$ cat src/rtl/sd_acq_window_ctrl_pkg.sv
// sd_acq_pkg: state encoding and default widths shared by the acquisition window controller
package sd_acq_pkg;
   localparam int CNT_W_DEF = 22;
   localparam int DIV_W_DEF = 8;
   localparam int IDX_W_DEF = 12;
   typedef enum logic [1:0] {IDLE, DEAD, SAMP, DONE} acq_state_t;
endpackage

$ cat src/rtl/sd_acq_window_ctrl_if.sv
// sd_acq_window_ctrl_if: sequencer/timer side to window controller signal bundle
interface sd_acq_window_ctrl_if
   import sd_acq_pkg::*;
#(
   parameter int CNT_W = CNT_W_DEF,
   parameter int DIV_W = DIV_W_DEF,
   parameter int IDX_W = IDX_W_DEF
);
   logic             start;
   logic             abort;
   logic [CNT_W-1:0] acq_len;
   logic [CNT_W-1:0] skip_len;
   logic [DIV_W-1:0] samp_div;
   logic [CNT_W-1:0] count;
   logic             s_acq;
   logic             samp_strobe;
   logic [IDX_W-1:0] samp_idx;
   logic             busy;
   logic             acq_done;
   logic             idx_ovf;
   logic             cnt_err;
   modport master (
      output start, abort, acq_len, skip_len, samp_div, count,
      input  s_acq, samp_strobe, samp_idx, busy, acq_done, idx_ovf, cnt_err
   );
   modport slave (
      input  start, abort, acq_len, skip_len, samp_div, count,
      output s_acq, samp_strobe, samp_idx, busy, acq_done, idx_ovf, cnt_err
   );
endinterface

$ cat src/rtl/sd_acq_window_ctrl_samp_div.sv
// sd_samp_div: sample divider counting 0..div with load-to-zero and terminal-count flag
module sd_samp_div
   import sd_acq_pkg::*;
#(
   parameter int DIV_W = DIV_W_DEF
) (
   input  logic             dds,
   input  logic             rst,
   input  logic             load,
   input  logic             en,
   input  logic [DIV_W-1:0] div,
   output logic             tc
);
   logic [DIV_W-1:0] cnt;
   assign tc = cnt == div;
   // Modulo-(div+1) counter, held at zero while loading
   always_ff @(posedge dds) begin
      if (rst || load) cnt <= '0;
      else if (en) cnt <= tc ? '0 : cnt + 1'b1;
   end
endmodule

$ cat src/rtl/sd_acq_window_ctrl.sv
// sd_acq_window_ctrl: opens the acquisition window, issues decimated sample strobes, closes on length or index saturation
module sd_acq_window_ctrl
   import sd_acq_pkg::*;
#(
   parameter int CNT_W = CNT_W_DEF,
   parameter int DIV_W = DIV_W_DEF,
   parameter int IDX_W = IDX_W_DEF
) (
   input logic                dds,
   input logic                rst,
   sd_acq_window_ctrl_if.slave bus
);
   acq_state_t       state;
   logic [CNT_W-1:0] acq_len_q;
   logic [CNT_W-1:0] skip_len_q;
   logic [CNT_W-1:0] prev_count;
   logic [DIV_W-1:0] samp_div_q;
   logic             div_tc;
   logic             prev_vld;
   logic             accept;
   logic             at_len;
   assign accept = state == IDLE && bus.start && !bus.abort;
   assign at_len = bus.count >= acq_len_q;
   sd_samp_div #(.DIV_W(DIV_W)) u_div (
      .dds  (dds),
      .rst  (rst),
      .load (state == DEAD),
      .en   (state == SAMP),
      .div  (samp_div_q),
      .tc   (div_tc)
   );
   // Window sequencing; every output is registered from the next-state decision so nothing reaches a pin from count
   always_ff @(posedge dds) begin
      if (rst) begin
         state           <= IDLE;
         acq_len_q       <= '0;
         skip_len_q      <= '0;
         samp_div_q      <= '0;
         bus.s_acq       <= 1'b0;
         bus.samp_strobe <= 1'b0;
         bus.samp_idx    <= '0;
         bus.busy        <= 1'b0;
         bus.acq_done    <= 1'b0;
         bus.idx_ovf     <= 1'b0;
      end else begin
         bus.samp_strobe <= 1'b0;
         bus.acq_done    <= 1'b0;
         if (bus.abort) begin
            state     <= IDLE;
            bus.s_acq <= 1'b0;
            bus.busy  <= 1'b0;
         end else begin
            case (state)
               IDLE: if (bus.start) begin
                  state        <= DEAD;
                  acq_len_q    <= bus.acq_len;
                  skip_len_q   <= bus.skip_len;
                  samp_div_q   <= bus.samp_div;
                  bus.s_acq    <= 1'b1;
                  bus.busy     <= 1'b1;
                  bus.samp_idx <= '0;
                  bus.idx_ovf  <= 1'b0;
               end
               DEAD: if (at_len) begin
                  state        <= DONE;
                  bus.s_acq    <= 1'b0;
                  bus.acq_done <= 1'b1;
               end else if (bus.count >= skip_len_q) begin
                  state           <= SAMP;
                  bus.samp_strobe <= 1'b1;
               end
               SAMP: begin
                  if (bus.samp_strobe && !(&bus.samp_idx)) bus.samp_idx <= bus.samp_idx + 1'b1;
                  if (at_len || (bus.samp_strobe && &bus.samp_idx)) begin
                     state        <= DONE;
                     bus.s_acq    <= 1'b0;
                     bus.acq_done <= 1'b1;
                     if (!at_len) bus.idx_ovf <= 1'b1;
                  end else begin
                     bus.samp_strobe <= div_tc;
                  end
               end
               default: begin
                  state    <= IDLE;
                  bus.busy <= 1'b0;
               end
            endcase
         end
      end
   end
   // Count monitor: every open cycle after the first must see the timer advance by exactly one
   always_ff @(posedge dds) begin
      if (rst || accept) begin
         bus.cnt_err <= 1'b0;
         prev_vld    <= 1'b0;
         prev_count  <= '0;
      end else begin
         prev_vld   <= bus.s_acq;
         prev_count <= bus.count;
         if (bus.s_acq && prev_vld && bus.count != prev_count + 1'b1) bus.cnt_err <= 1'b1;
      end
   end
endmodule
$ cat src/flat_wrapper.sv
// flat-port wrapper written by rule: the top's interface ports become plain ports
module sd_acq_window_ctrl_flat import sd_acq_pkg::*;
#(
   parameter int CNT_W = CNT_W_DEF,
   parameter int DIV_W = DIV_W_DEF,
   parameter int IDX_W = IDX_W_DEF
)
  (dds, rst, bus_start, bus_abort, bus_acq_len, bus_skip_len, bus_samp_div, bus_count, bus_s_acq, bus_samp_strobe, bus_samp_idx, bus_busy, bus_acq_done, bus_idx_ovf, bus_cnt_err);
  sd_acq_window_ctrl_if #(.CNT_W(CNT_W), .DIV_W(DIV_W), .IDX_W(IDX_W)) bus_i ();
  input logic dds;
  input logic rst;
  input wire logic [$bits(bus_i.start)-1:0] bus_start;
  input wire logic [$bits(bus_i.abort)-1:0] bus_abort;
  input wire logic [$bits(bus_i.acq_len)-1:0] bus_acq_len;
  input wire logic [$bits(bus_i.skip_len)-1:0] bus_skip_len;
  input wire logic [$bits(bus_i.samp_div)-1:0] bus_samp_div;
  input wire logic [$bits(bus_i.count)-1:0] bus_count;
  output wire logic [$bits(bus_i.s_acq)-1:0] bus_s_acq;
  output wire logic [$bits(bus_i.samp_strobe)-1:0] bus_samp_strobe;
  output wire logic [$bits(bus_i.samp_idx)-1:0] bus_samp_idx;
  output wire logic [$bits(bus_i.busy)-1:0] bus_busy;
  output wire logic [$bits(bus_i.acq_done)-1:0] bus_acq_done;
  output wire logic [$bits(bus_i.idx_ovf)-1:0] bus_idx_ovf;
  output wire logic [$bits(bus_i.cnt_err)-1:0] bus_cnt_err;
  assign bus_i.start = bus_start;
  assign bus_i.abort = bus_abort;
  assign bus_i.acq_len = bus_acq_len;
  assign bus_i.skip_len = bus_skip_len;
  assign bus_i.samp_div = bus_samp_div;
  assign bus_i.count = bus_count;
  assign bus_s_acq = bus_i.s_acq;
  assign bus_samp_strobe = bus_i.samp_strobe;
  assign bus_samp_idx = bus_i.samp_idx;
  assign bus_busy = bus_i.busy;
  assign bus_acq_done = bus_i.acq_done;
  assign bus_idx_ovf = bus_i.idx_ovf;
  assign bus_cnt_err = bus_i.cnt_err;
  sd_acq_window_ctrl #(.CNT_W(CNT_W), .DIV_W(DIV_W), .IDX_W(IDX_W)) u_core (.dds(dds), .rst(rst), .bus(bus_i));
endmodule
$ cat config.mk
export PLATFORM = sky130hd
export DESIGN_NAME = sd_acq_window_ctrl_flat
export DESIGN_NICKNAME = d
export VERILOG_FILES = /design/src/rtl/sd_acq_window_ctrl_pkg.sv /design/src/rtl/sd_acq_window_ctrl_if.sv /design/src/rtl/sd_acq_window_ctrl_samp_div.sv /design/src/rtl/sd_acq_window_ctrl.sv /design/src/flat_wrapper.sv
export SDC_FILE = /design/constraint.sdc
export NUM_CORES = 1
export LEC_CHECK = 0
export ABC_CLOCK_PERIOD_IN_PS = 2550
export CORE_MARGIN = 1.5
export CORE_UTILIZATION = 45
export CTS_BUF_LIST = sky130_fd_sc_hd__clkbuf_4
export CTS_CLUSTER_SIZE = 20
export DETAILED_ROUTE_END_ITERATION = 7
export PLACE_DENSITY = 0.69
export SYNTH_ARGS = -nofsm -noshare
export SYNTH_HDL_FRONTEND = slang
export SYNTH_SLANG_ARGS = --single-unit
$ cat constraint.sdc
create_clock -name dds -period 2.55 [get_ports dds]
set_input_delay 0.51 -clock dds [delete_from_list [all_inputs] [get_ports dds]]
set_output_delay 0.51 -clock dds [all_outputs]
set_load 0.02 [all_outputs]
# Word-level counts from Yosys, hierarchy flattened
# Index checks and enable logic that the tools add are counted.
# totals
regBits	103
latchBits	0
ram_bits	0
romBits	0
inputBits	78
output_inout_bits	18
wordCells	79
memories	0
# op_classes
addsub	3
n_mul	0
div_mod_pow	0
order_cmp	2
eq_ne	10
shift	0
mux	25
n_bitwise	2
n_reduce_logical	23
# op_table
op	count
$ge 22x22->1	2
$mux 12	2
$pmux 12 s2	1
$add 22x1->22 const B	1
$ne 22x22->1	1
$add 12x1->12 const B	1
$reduce_and 12->1	1
$mux 1	11
$add 8x1->8 const B	1
$eq 8x8->1	1
$mux 2	4
$mux 8	1
$pmux 1 s2	4
$reduce_and 4->1	2
$logic_and 1x1->1	6
$ne 2x1->1 const B	3
$pmux 2 s3	1
$reduce_and 3->1	2
$reduce_and 5->1	1
$ne 2x2->1 const B	2
$reduce_or 2->1	2
$logic_or 1x1->1	3
$ne 3x1->1 const B	1
$pmux 1 s3	1
8 further kinds	10

# Logic depth before layout (Yosys ltp)
# Gate-level depths: netlist of run 1.
# depth
word_depth	5
mapped_depth	10
mapped_depth_nobuf	9

# Hierarchy
# From an unflattened synthesis of run 1, not the netlist that was laid out.
# hier_totals
hier_cells	704
area_unflattened_um2	5649.2
# modules_own_cells
mod	instances	cells_each	area_each_um2	seq_area_each_um2
sd_acq_window_ctrl	1	655	5201.2	1901.8
sd_samp_div	1	49	447.9	160.2

# Worst setup path before layout of run 1
# No wires, ideal clock.
# synth_path
kind	input to register
startpoint	input port bus_count[0]
endpoint	register u_core.state[0]
setup_time_ns	0.095
arrival_time_ns	2.269
t_required_ns	2.455
path_slack_ns	0.186
cell_stages	9
path_cell_list	inv_1 > ha_1 > nand2b_1 > a21oi_1 > o21ai_0 > o21ba_2 > o31ai_1 > mux2_2 > a221oi_1
# synth_between
elab_chain_len	4
word_cells_on_any_way	8
# synth_lines
item	line_no	text
start, declared	flat_wrapper.sv:17	input wire logic [$bits(bus_i.count)-1:0] bus_count;
$ge 22x22->1	sd_acq_window_ctrl.sv:23	assign at_len = bus.count >= acq_len_q;
$logic_or 1x1->1	sd_acq_window_ctrl.sv:74	if (at_len || (bus.samp_strobe && &bus.samp_idx)) begin
$ne 2x1->1 (no line)	--	
$reduce_and 3->1 (no line)	--	
end signal, assigned	sd_acq_window_ctrl.sv:35	state <= IDLE;
end signal, assigned	sd_acq_window_ctrl.sv:75	state <= DONE;
end signal, assigned	sd_acq_window_ctrl.sv:84	state <= IDLE;
end, declared	sd_acq_window_ctrl.sv:13	acq_state_t state;
# Several ways; a longest one is shown, not always the timed one.
# A chain may end at the register's enable or synchronous reset.

# Worst setup path after layout of run 1
# Ends and elaborated chain as after synthesis.

==> impl_metrics.py, run 1 <==
metrics = {
    "run_status": {
        "status": "completed",
    },
    "setup_path": {
        "critPathRequiredTime_ns": 2.91,
        "startpoint_type": "primary input",
        "crit_type": "in -> reg",
        "path_cells": "clkdlybuf4s50_1, inv_1, ha_1, nand2b_1, a21oi_1, o21ai_0, o21ba_2, o31ai_2, mux2_2, a221oi_1",
        "r2r-start": "u_core.skip_len_q[8]",
        "cp-end-kind": "register",
        "cpMaxStageDelayCell": "clkdlybuf4s50_1",
        "cpPeakStageDelay_ns": 0.49,
        "arrival_ns": 2.86,
        "path_max_fanout": 2,
        "critPathLaunch": "bus_count[0]",
    },
    "detailed_routing": {
        "highest_layer": "met4",
        "wl_per_cell_um": 14.6,
        "drc": 0,
        "drt_first_pass_iters": 5,
        "wl_um": 14500,
        "wl_met3_um": 668,
        "ant_nets": 0,
        "vias_per_cell": 5.24,
        "dr_wl_met2_um": 6470,
        "met1_length_um": 6980,
        "vias": 5199,
        "drtIter0Drc": 294,
    },
    "finish": {
        "multiInputGateArea_mm2": 0.00335,
        "final_cells": 993,
        "layout.cells.most_common_list": "nand2_1 (128), dfxtp_1 (103), clkdlybuf4s50_1 (93), a21oi_1 (73)",
        "stdcell_area_mm2": 0.00722,
        "layout-drive-gt1-share_pct": 8.73,
        "nNetsFinal": 949,
        "fillCellCount": 1101,
        "final_common_cell": "nand2_1",
        "register_area_mm2": 0.00206,
        "antenna_cells": 0,
        "syn_to_final_growth_pct": 27.2,
    },
    "floorplan": {
        "fp-row-count": 40,
        "dieArea_mm2": 0.0133,
        "coreArea_mm2": 0.0122,
        "initial_core_util_pct": 46.7,
        "die_x_um": 115,
        "fp.dieH_um": 115,
        "ioPinCount": 96,
    },
    "sta": {
        "finalHoldViolCount": 0,
        "max_freq_mhz": 400,
        "relSlewSlack_pct": 59.5,
        "setup_violations": 0,
        "timing.setup.tns_ns": 0,
        "finClkSkew_ns": 0.0210,
        "timing.final.crit_share_pct": 98.1,
        "finalMaxSlewViolations": 0,
        "tightest_slew_ns": 0.607,
        "finalCriticalPeriod_ns": 2.50,
    },
    "grt": {
        "grt_pass1_wl_um": 23800,
        "track_usage_pct": 22.7,
        "overflow": 0,
        "antenna_found_initial": 0,
        "grt_pass1_vias": 5047,
        "grt_max_degree": 58,
    },
    "clock_tree": {
        "htreeDepth": 3,
        "cts_tree": "built",
        "cts_setup_buffers": 0,
        "clkSlewWorstSetupHoldPaths_ns": 0.17,
        "insertion_delay_ns": 0.45,
        "numCtsBuffers": 9,
        "cts.path.max_buffers": 2,
        "cts_sinks": 103,
        "cts_root_buf": "clkbuf_4",
    },
    "synth": {
        "ys_ff_latch": 103,
        "synthCells": 699,
        "yosysSeqAreaShare_pct": 36.3,
        "netlist_area_mm2": 0.00568,
        "yosys-top-cells-area": "dfxtp_1 (36%), ha_1 (11%), nand2_1 (8.5%)",
        "syn_avg_cell_area_um2": 8.12,
        "yosys.area.top_type": "dfxtp_1",
        "yosys_warnings": 0,
        "synth_top_area_share_pct": 36.3,
        "synthFlopType": "dfxtp_1",
        "synth_edf_count": 0,
        "async_flop_share_pct": 0,
        "ys_types": 56,
        "synth_nets": 828,
    },
    "worst_hold_path": {
        "min_from": "rst",
        "min_path_type": "in -> reg",
    },
    "pwr": {
        "pwr_density_cell_mw_per_mm2": 539,
        "vdd_drop_max_v": 0.000271,
        "total_leakage_power_uw": 0.00276,
    },
    "job": {
        "maxCapViolCount": 0,
    },
    "place": {
        "dpl_cell_area_mm2": 0.00704,
        "dp.cells": 977,
        "portBuffers": 95,
        "hpwl_um": 11200,
        "gp_congestion": 0.874,
    },
}
## synth_stat cells, drive strengths merged (2+ instances only)
master,count
a2111oi,2
a211oi,8
a21o,4
a21oi,73
a22oi,2
a31oi,2
and2,21
and3,7
and4,3
buf,3
clkbuf,22
dfxtp,103
ha,51
inv,51
mux2,4
mux2i,8
nand2,128
nand2b,5
nand3,17
nand3b,2
nand4,16
nand4b,3
nor2,40
nor2b,3
nor3,9
nor3b,2
nor4,9
nor4b,3
o211ai,3
o21a,2
o21ai,16
o22ai,5
o31ai,4
or2,2
or3,3
xnor2,21
xor2,30
## cell type report
| class | count | share of cell area, % |
|---|---|---|
| flip-flops and latches | 103 | 28.5 |
| clock buffers | 9 | 0.935 |
| clock inverters | 7 | 1.32 |
| repair buffers | 135 | 17.3 |
| well taps | 168 | 2.91 |
| multi-input cells | 520 | 46.4 |
| inverters | 51 | 2.65 |
## path summary, 6_finish.rpt
kind                            cells after the start                endpoint  slack, ns
worst max-delay path                               10         u_core.state[0]       0.05
worst min-delay path                                2  u_core.bus.samp_idx[1]       0.31
worst max register to register                      9         u_core.state[0]       0.21
worst min register to register                      2     u_core.acq_len_q[9]       0.47
## routing by layer
metal | global-route usage, % | vias to the layer above
li1 | - | 2633
met1 | 30.5 | 2400
met2 | 36.6 | 136
met3 | 4.85 | 30
met4 | 6.75 | 0
met5 | 0 | -
## state kept, by name, indices dropped and copies added (netlist names), 2 cells and up
signal	cells
u_core.bus.samp_idx	12
u_core.prev_count	22
u_core.u_div.cnt	8
u_core.samp_div_q	8
u_core.skip_len_q	22
u_core.acq_len_q	22
u_core.state	2
## worst max-delay path: cells and delay by family
kind / cells / cell delay (ns)
AND/OR/NAND/NOR: 1 / 0.14
AO/OA/AOI/OAI: 5 / 1.03
multiplexers: 1 / 0.36
buffers and inverters: 2 / 0.55
adder cells (fa/ha/maj): 1 / 0.27
## cells by family after synthesis
family                     share of synthesized area [%]
DFF                                                 36.3
AOI/OAI and AO/OA                                   13.2
adders and majority gates                           11.4
and+or+nand+nor                                     23.9
xor gates and xnor gates                            7.87
muxes                                               2.20
buffers and inverters                               5.05
## through the flow
step	power [µW]	hold WS (ns)	util (%)	worst slack, ns
6_report	3890	0.309	59.4	0.0495
5_1_grt	4130	0.289	59.4	-0.00388
4_1_cts	3910	0.279	59.2	0.0182
3_5_place_dp	2960	0.448	57.9	-0.495
3_3_place_gp	2920	0.445	57.9	-0.444
2_1_floorplan	2530	0.436	-	0.186
## repair_timing
item / 4_1_cts / 5_1_grt
hold endpoints to repair: 0 / 0
hold buffers: 0 / 0
resized for setup: 0 / 6
endpoints found under the setup margin: 0 / 6
## report_power, final
| part | switching, µW | internal [µW] | leakage, µW |
|---|---|---|---|
| registers | 104 | 1740 | 0.000840 |
| clock network | 552 | 401 | 0.0000879 |
| logic | 591 | 505 | 0.00183 |
| total | 1250 | 2650 | 0.00276 |
(Power assumes the default switching activity.)
==> run 2, diff against run 1 <==
- CORE_MARGIN: 1.5 -> default
- CTS_BUF_LIST: sky130_fd_sc_hd__clkbuf_4 -> default
==> impl_metrics.py, run 2 (synthesis gave the netlist of run 1 again) <==
metrics = {
    "run_status": {
        "status": "completed",
    },
    "setup_path": {
        "crit_type": "in -> reg",
        "critPathRequiredTime_ns": 2.83,
        "rr_worst_depth": 8,
        "r2r_end": "u_core.bus.cnt_err",
        "cpMaxStageDelayCell": "clkdlybuf4s50_1",
        "r2r-start": "u_core.prev_count[0]",
        "path_delay_family": "compound AO/OA/AOI/OAI gates",
        "path_cells": "clkdlybuf4s50_1, inv_1, ha_1, nand2b_1, a21oi_1, o21ai_1, o21ba_2, o31ai_4, mux2_2, a221oi_2",
        "arrival_ns": 2.77,
        "cp-end-kind": "register",
        "path_max_fanout": 2,
        "startpoint_type": "primary input",
        "cpPeakStageDelay_ns": 0.49,
        "crit_buf_inv": 2,
        "rrSetupSlack_ns": 0.29,
    },
    "worst_hold_path": {
        "whs_path_depth": 2,
        "worstHoldEndpoint": "u_core.acq_len_q[11]",
        "min_from": "u_core.acq_len_q[11]",
        "min_path_type": "reg -> reg",
    },
    "finish": {
        "fillCellCount": 1089,
        "fin_util_pct": 61.1,
        "reg_top3": "u_core.acq_len_q (22), u_core.prev_count (22), u_core.skip_len_q (22)",
        "antenna_cells": 0,
        "layout.cells.most_common_list": "nand2_1 (128), dfxtp_1 (103), clkdlybuf4s50_1 (87), a21oi_1 (73), inv_1 (51)",
        "layout-drive-gt1-share_pct": 10.0,
        "nNetsFinal": 950,
        "final_cells": 994,
        "final_common_cell": "nand2_1",
        "syn_to_final_growth_pct": 30.9,
    },
    "sta": {
        "relSlewSlack_pct": 56.2,
        "finClkSkew_ns": 0.00980,
        "tightest_slew_ns": 0.656,
        "setup_violations": 0,
        "timing.final.crit_share_pct": 97.5,
        "finalHoldViolCount": 0,
        "timing.setup.tns_ns": 0,
        "finalMaxSlewViolations": 0,
        "fin_hold_ws_ns": 0.455,
        "finalCriticalPeriod_ns": 2.49,
        "max_freq_mhz": 402,
        "rsz0062_at_grt": "yes",
        "setup_ws_ns": 0.0628,
    },
    "detailed_routing": {
        "drtIter0Drc": 327,
        "drc": 0,
        "ant_nets": 0,
        "drt_first_pass_iters": 4,
        "vias": 5242,
        "wl_per_cell_um": 14.9,
        "wl_um": 14800,
        "vias_per_cell": 5.27,
    },
    "floorplan": {
        "fp.dieH_um": 114,
        "ioPinCount": 96,
        "fp-row-count": 40,
        "initial_core_util_pct": 46.7,
        "dieArea_mm2": 0.0131,
        "coreArea_mm2": 0.0122,
        "die_x_um": 114,
    },
    "place": {
        "hpwl_um": 11100,
        "dp.cells": 978,
        "gp_congestion": 0.902,
        "portBuffers": 95,
        "post-place-ws_ns": -0.467,
    },
    "grt": {
        "track_usage_pct": 23.6,
        "antenna_found_initial": 0,
        "grt_max_degree": 62,
        "overflow": 0,
        "grt_pass1_wl_um": 23900,
        "grt_pass1_vias": 5091,
    },
    "clock_tree": {
        "htreeDepth": 3,
        "numCtsBuffers": 9,
        "clkSlewWorstSetupHoldPaths_ns": 0.08,
        "cts.path.max_buffers": 2,
        "hold_buffers": 0,
        "cts_sinks": 103,
        "cts_root_buf": "clkbuf_16",
        "cts_tree": "built",
        "insertion_delay_ns": 0.36,
    },
    "job": {
        "maxCapViolCount": 0,
    },
    "pwr": {
        "total_leakage_power_uw": 0.00287,
        "vdd_drop_max_v": 0.000598,
        "pwr_density_cell_mw_per_mm2": 583,
    },
}
==> run 2: cell types whose count changed in the layout (fill, tap and decap cells not counted), moves of 3 or more <==
| cell | previous run | this run |
|---|---|---|
| clkdlybuf4s50_1 | 93 | 87 |
| clkbuf_4 | 9 | 0 |
| clkinvlp_4 | 0 | 3 |
| a211oi_1 | 8 | 4 |
| clkbuf_16 | 0 | 9 |
| dlymetal6s2s_1 | 1 | 6 |
| o21ai_0 | 15 | 12 |
| a211oi_2 | 0 | 4 |
==> run 2: area by class of cell <==
| class | instances | area [µm²] | area share [%] |
|---|---|---|---|
| Multi-Input combinational cell | 520 | 3410 | 45.9 |
| Sequential cell | 103 | 2060 | 27.7 |
| Timing Repair Buffer | 136 | 1270 | 17.1 |
| Clock buffer | 10 | 239 | 3.21 |
| Tap cell | 168 | 210 | 2.83 |
| Inverter | 51 | 191 | 2.58 |
| Clock inverter | 6 | 51.3 | 0.690 |
==> run 2: where the power goes <==
| group | switching [µW] | internal [µW] |
|---|---|---|
| Sequential | 105 | 1740 |
| Combinational | 610 | 522 |
| Clock | 655 | 703 |
| Total | 1370 | 2960 |
==> run 2: metrics by stage <==
stage	power, µW	instance area [µm²]
after global routing	4580	7430
after CTS	4330	7360
after global placement	2920	7050
after detailed placement	2950	7050
final	4330	7430
after floorplan	2530	5680
==> run 2: timing repair <==
item                       4_1_cts  5_1_grt
pin swaps                        0        6
hold endpoints to repair         0        0
gates resized for setup          8       18
gates cloned                     0        0
buffers inserted                 0        0
setup endpoints to repair        4        6
==> run 2: tightest hold or removal path, cell delays in order (launching register included) <==
cell and delay, ns:
dfxtp_1 0.31, nand2_1 0.05, a21oi_1 0.05
==> run 2: worst max path at each step <==
stage                             start  cells after the start                to  slack (ns)
after floorplan            bus_count[0]                      9   u_core.state[0]        0.19
after global placement     bus_count[0]                     10   u_core.state[0]       -0.44
after detailed placement  bus_count[18]                     10  u_core.bus.s_acq       -0.47
after CTS                 bus_count[19]                      9   u_core.state[0]        0.01
after global routing      bus_count[11]                      9   u_core.state[0]       -0.04
final                      bus_count[0]                     10   u_core.state[0]        0.06
==> run 2: metal layers <==
layer  wire [µm]  part of all wire [%]  global-route usage, %  vias up
li1            -                     -                      -     2634
met1        6950                    47                   30.5     2459
met2        6900                    47                   39.2      134
met3         706                   4.8                   5.03       15
met4         220                   1.5                   7.53        0
met5           0                     0                      0        -
==> run 3, diff against run 2 <==
- GPL_TIMING_DRIVEN: default -> 0
- SETUP_SLACK_MARGIN: default -> 0.3
==> impl_metrics.py, run 3 (synthesis gave the netlist of run 1 again) <==
metrics = {
    "sta": {
        "rsz0062_at_grt": "yes",
        "relSlewSlack_pct": 58.9,
        "finalCriticalPeriod_ns": 2.20,
        "timing.final.crit_share_pct": 86.2,
        "setup_ws_ns": 0.352,
        "finalHoldViolCount": 0,
        "timing.setup.tns_ns": 0,
        "finalMaxSlewViolations": 0,
        "finClkSkew_ns": 0.00624,
        "tightest_slew_ns": 0.617,
        "setup_violations": 0,
        "max_freq_mhz": 455,
    },
    "detailed_routing": {
        "wl_per_cell_um": 14.9,
        "drc": 0,
        "drt_first_pass_iters": 5,
        "vias_per_cell": 5.28,
        "vias": 5204,
        "drtIter0Drc": 367,
        "wl_um": 14700,
        "ant_nets": 0,
    },
    "grt": {
        "grt_max_degree": 16,
        "track_usage_pct": 23.3,
        "grtUsageMet3_pct": 2.91,
        "top_usage_layer": "met2",
        "overflow": 0,
        "use_met1_pct": 29.1,
        "grt_pass1_vias": 5180,
        "met2_usage_pct": 40.5,
        "antenna_found_initial": 0,
        "grt_pass1_wl_um": 24000,
    },
    "finish": {
        "fin_util_pct": 61.5,
        "layout-drive-gt1-share_pct": 13.7,
        "final_common_cell": "nand2_1",
        "nNetsFinal": 941,
        "layout.cells.most_common_list": "nand2_1 (127), dfxtp_1 (91), clkdlybuf4s50_1 (72), a21oi_1 (71), inv_1 (46)",
        "syn_to_final_growth_pct": 31.6,
        "reg_top3": "u_core.acq_len_q (22), u_core.prev_count (22), u_core.skip_len_q (22)",
        "antenna_cells": 0,
    },
    "clock_tree": {
        "cts_sinks": 103,
        "htreeDepth": 3,
        "insertion_delay_ns": 0.34,
        "clkSlewWorstSetupHoldPaths_ns": 0.07,
        "cts.path.max_buffers": 2,
        "cts_tree": "built",
        "cts_root_buf": "clkbuf_16",
        "numCtsBuffers": 9,
    },
    "setup_path": {
        "cpMaxStageDelayCell": "dfxtp_1",
        "cp-end-kind": "register",
        "path_cells": "ha_1, nand4_1, or3_1, and3_1, clkbuf_2, mux2_2, a22oi_1, nor2_1",
        "cpPeakStageDelay_ns": 0.45,
        "arrival_ns": 2.42,
        "startpoint_type": "register",
        "path_delay_family": "simple AND/OR/NAND/NOR gates",
        "crit_type": "reg -> reg",
        "critPathRequiredTime_ns": 2.77,
        "path_max_fanout": 6,
        "crit_buf_inv": 1,
    },
    "pwr": {
        "pwr_density_cell_mw_per_mm2": 602,
        "pwr-share-seq_pct": 41.1,
        "p_clk_share_pct": 32.9,
        "power.total_uw": 4500,
        "swShare_pct": 29.2,
        "cellInternalPower_uw": 3190,
        "total_leakage_power_uw": 0.00276,
        "power.switching_uw": 1310,
        "pwr-share-comb_pct": 26.0,
        "vdd_drop_max_v": 0.000311,
    },
    "floorplan": {
        "die_x_um": 114,
        "initial_core_util_pct": 46.7,
        "fp-row-count": 40,
        "coreArea_mm2": 0.0122,
        "ioPinCount": 96,
        "dieArea_mm2": 0.0131,
        "fp.dieH_um": 114,
    },
    "place": {
        "hpwl_um": 11400,
        "post-place-ws_ns": -0.959,
        "gp_congestion": 0.832,
        "portBuffers": 94,
    },
    "worst_hold_path": {
        "min_path_type": "reg -> reg",
    },
    "job": {
        "maxCapViolCount": 0,
    },
    "run_status": {
        "status": "completed",
    },
}
[run 3: cell types whose count changed in the layout (fill, tap and decap cells not counted), moves of 5 or more]
cell	change
buf_4	-33
inv_2	+5
buf_2	+14
dlymetal6s2s_1	-6
dfxtp_1	-12
ha_1	-13
dfxtp_2	+12
clkbuf_1	+21
ha_4	+11
inv_1	-5
clkdlybuf4s50_1	-15
[run 3: worst min-delay path, cell delays in order, from the launching register on]
cell and delay [ns]:
dfxtp_1 0.31, nand2_1 0.05, a21oi_1 0.05
[run 3: stage by stage]
stage          instance area, µm²  hold slack, ns  std cells
3_5_place_dp                 6840           0.449        961
4_1_cts                      7350           0.458        981
3_3_place_gp                 6840           0.444        961
5_1_grt                      7470           0.476        985
6_report                     7470           0.453        985
2_1_floorplan                5690           0.436        699
[run 3: layer usage]
metal  part of all wire [%]  vias up  wire length [µm]
met5                      0        -                 0
met4                    2.3        0               334
met3                    4.2       22               616
met2                     48      124              7090
met1                     45     2437              6650
li1                       -     2621                 -
[run 3: final cells by class]
type                    instances  area, µm²
clock inverters                 3       65.1
plain buffers                  25       98.8
repair buffers                102        927
multi-input cells             520       3640
inverters                      51        191
well taps                     168        210
flip-flops and latches        103       2080
clock buffers                  13        260
fillers                      1096       4690
[run 3: power by group through the flow]
stage               clock network [µW]  logic (µW)  registers, µW
floorplan                            0         683           1860
global placement                     0         995           1870
detailed placement                   0        1040           1880
CTS                               1500        1130           1840
global route                      1550        1320           1870
finish                            1480        1170           1850
[run 3: final timing paths]
kind | start | end | slack [ns] | cells past startpoint
hold / removal | u_core.acq_len_q[7] | u_core.acq_len_q[7] | 0.45 | 2
setup reg to reg | u_core.bus.samp_idx[0] | u_core.bus.samp_idx[1] | 0.35 | 8
hold reg to reg | u_core.acq_len_q[7] | u_core.acq_len_q[7] | 0.45 | 2
setup / recovery | u_core.bus.samp_idx[0] | u_core.bus.samp_idx[1] | 0.35 | 8
[run 3: timing repair]
action,CTS,global route
setup endpoints to repair,28,22
pin swaps,10,16
hold buffers,0,0
resized for setup,103,55
buffers inserted,4,4
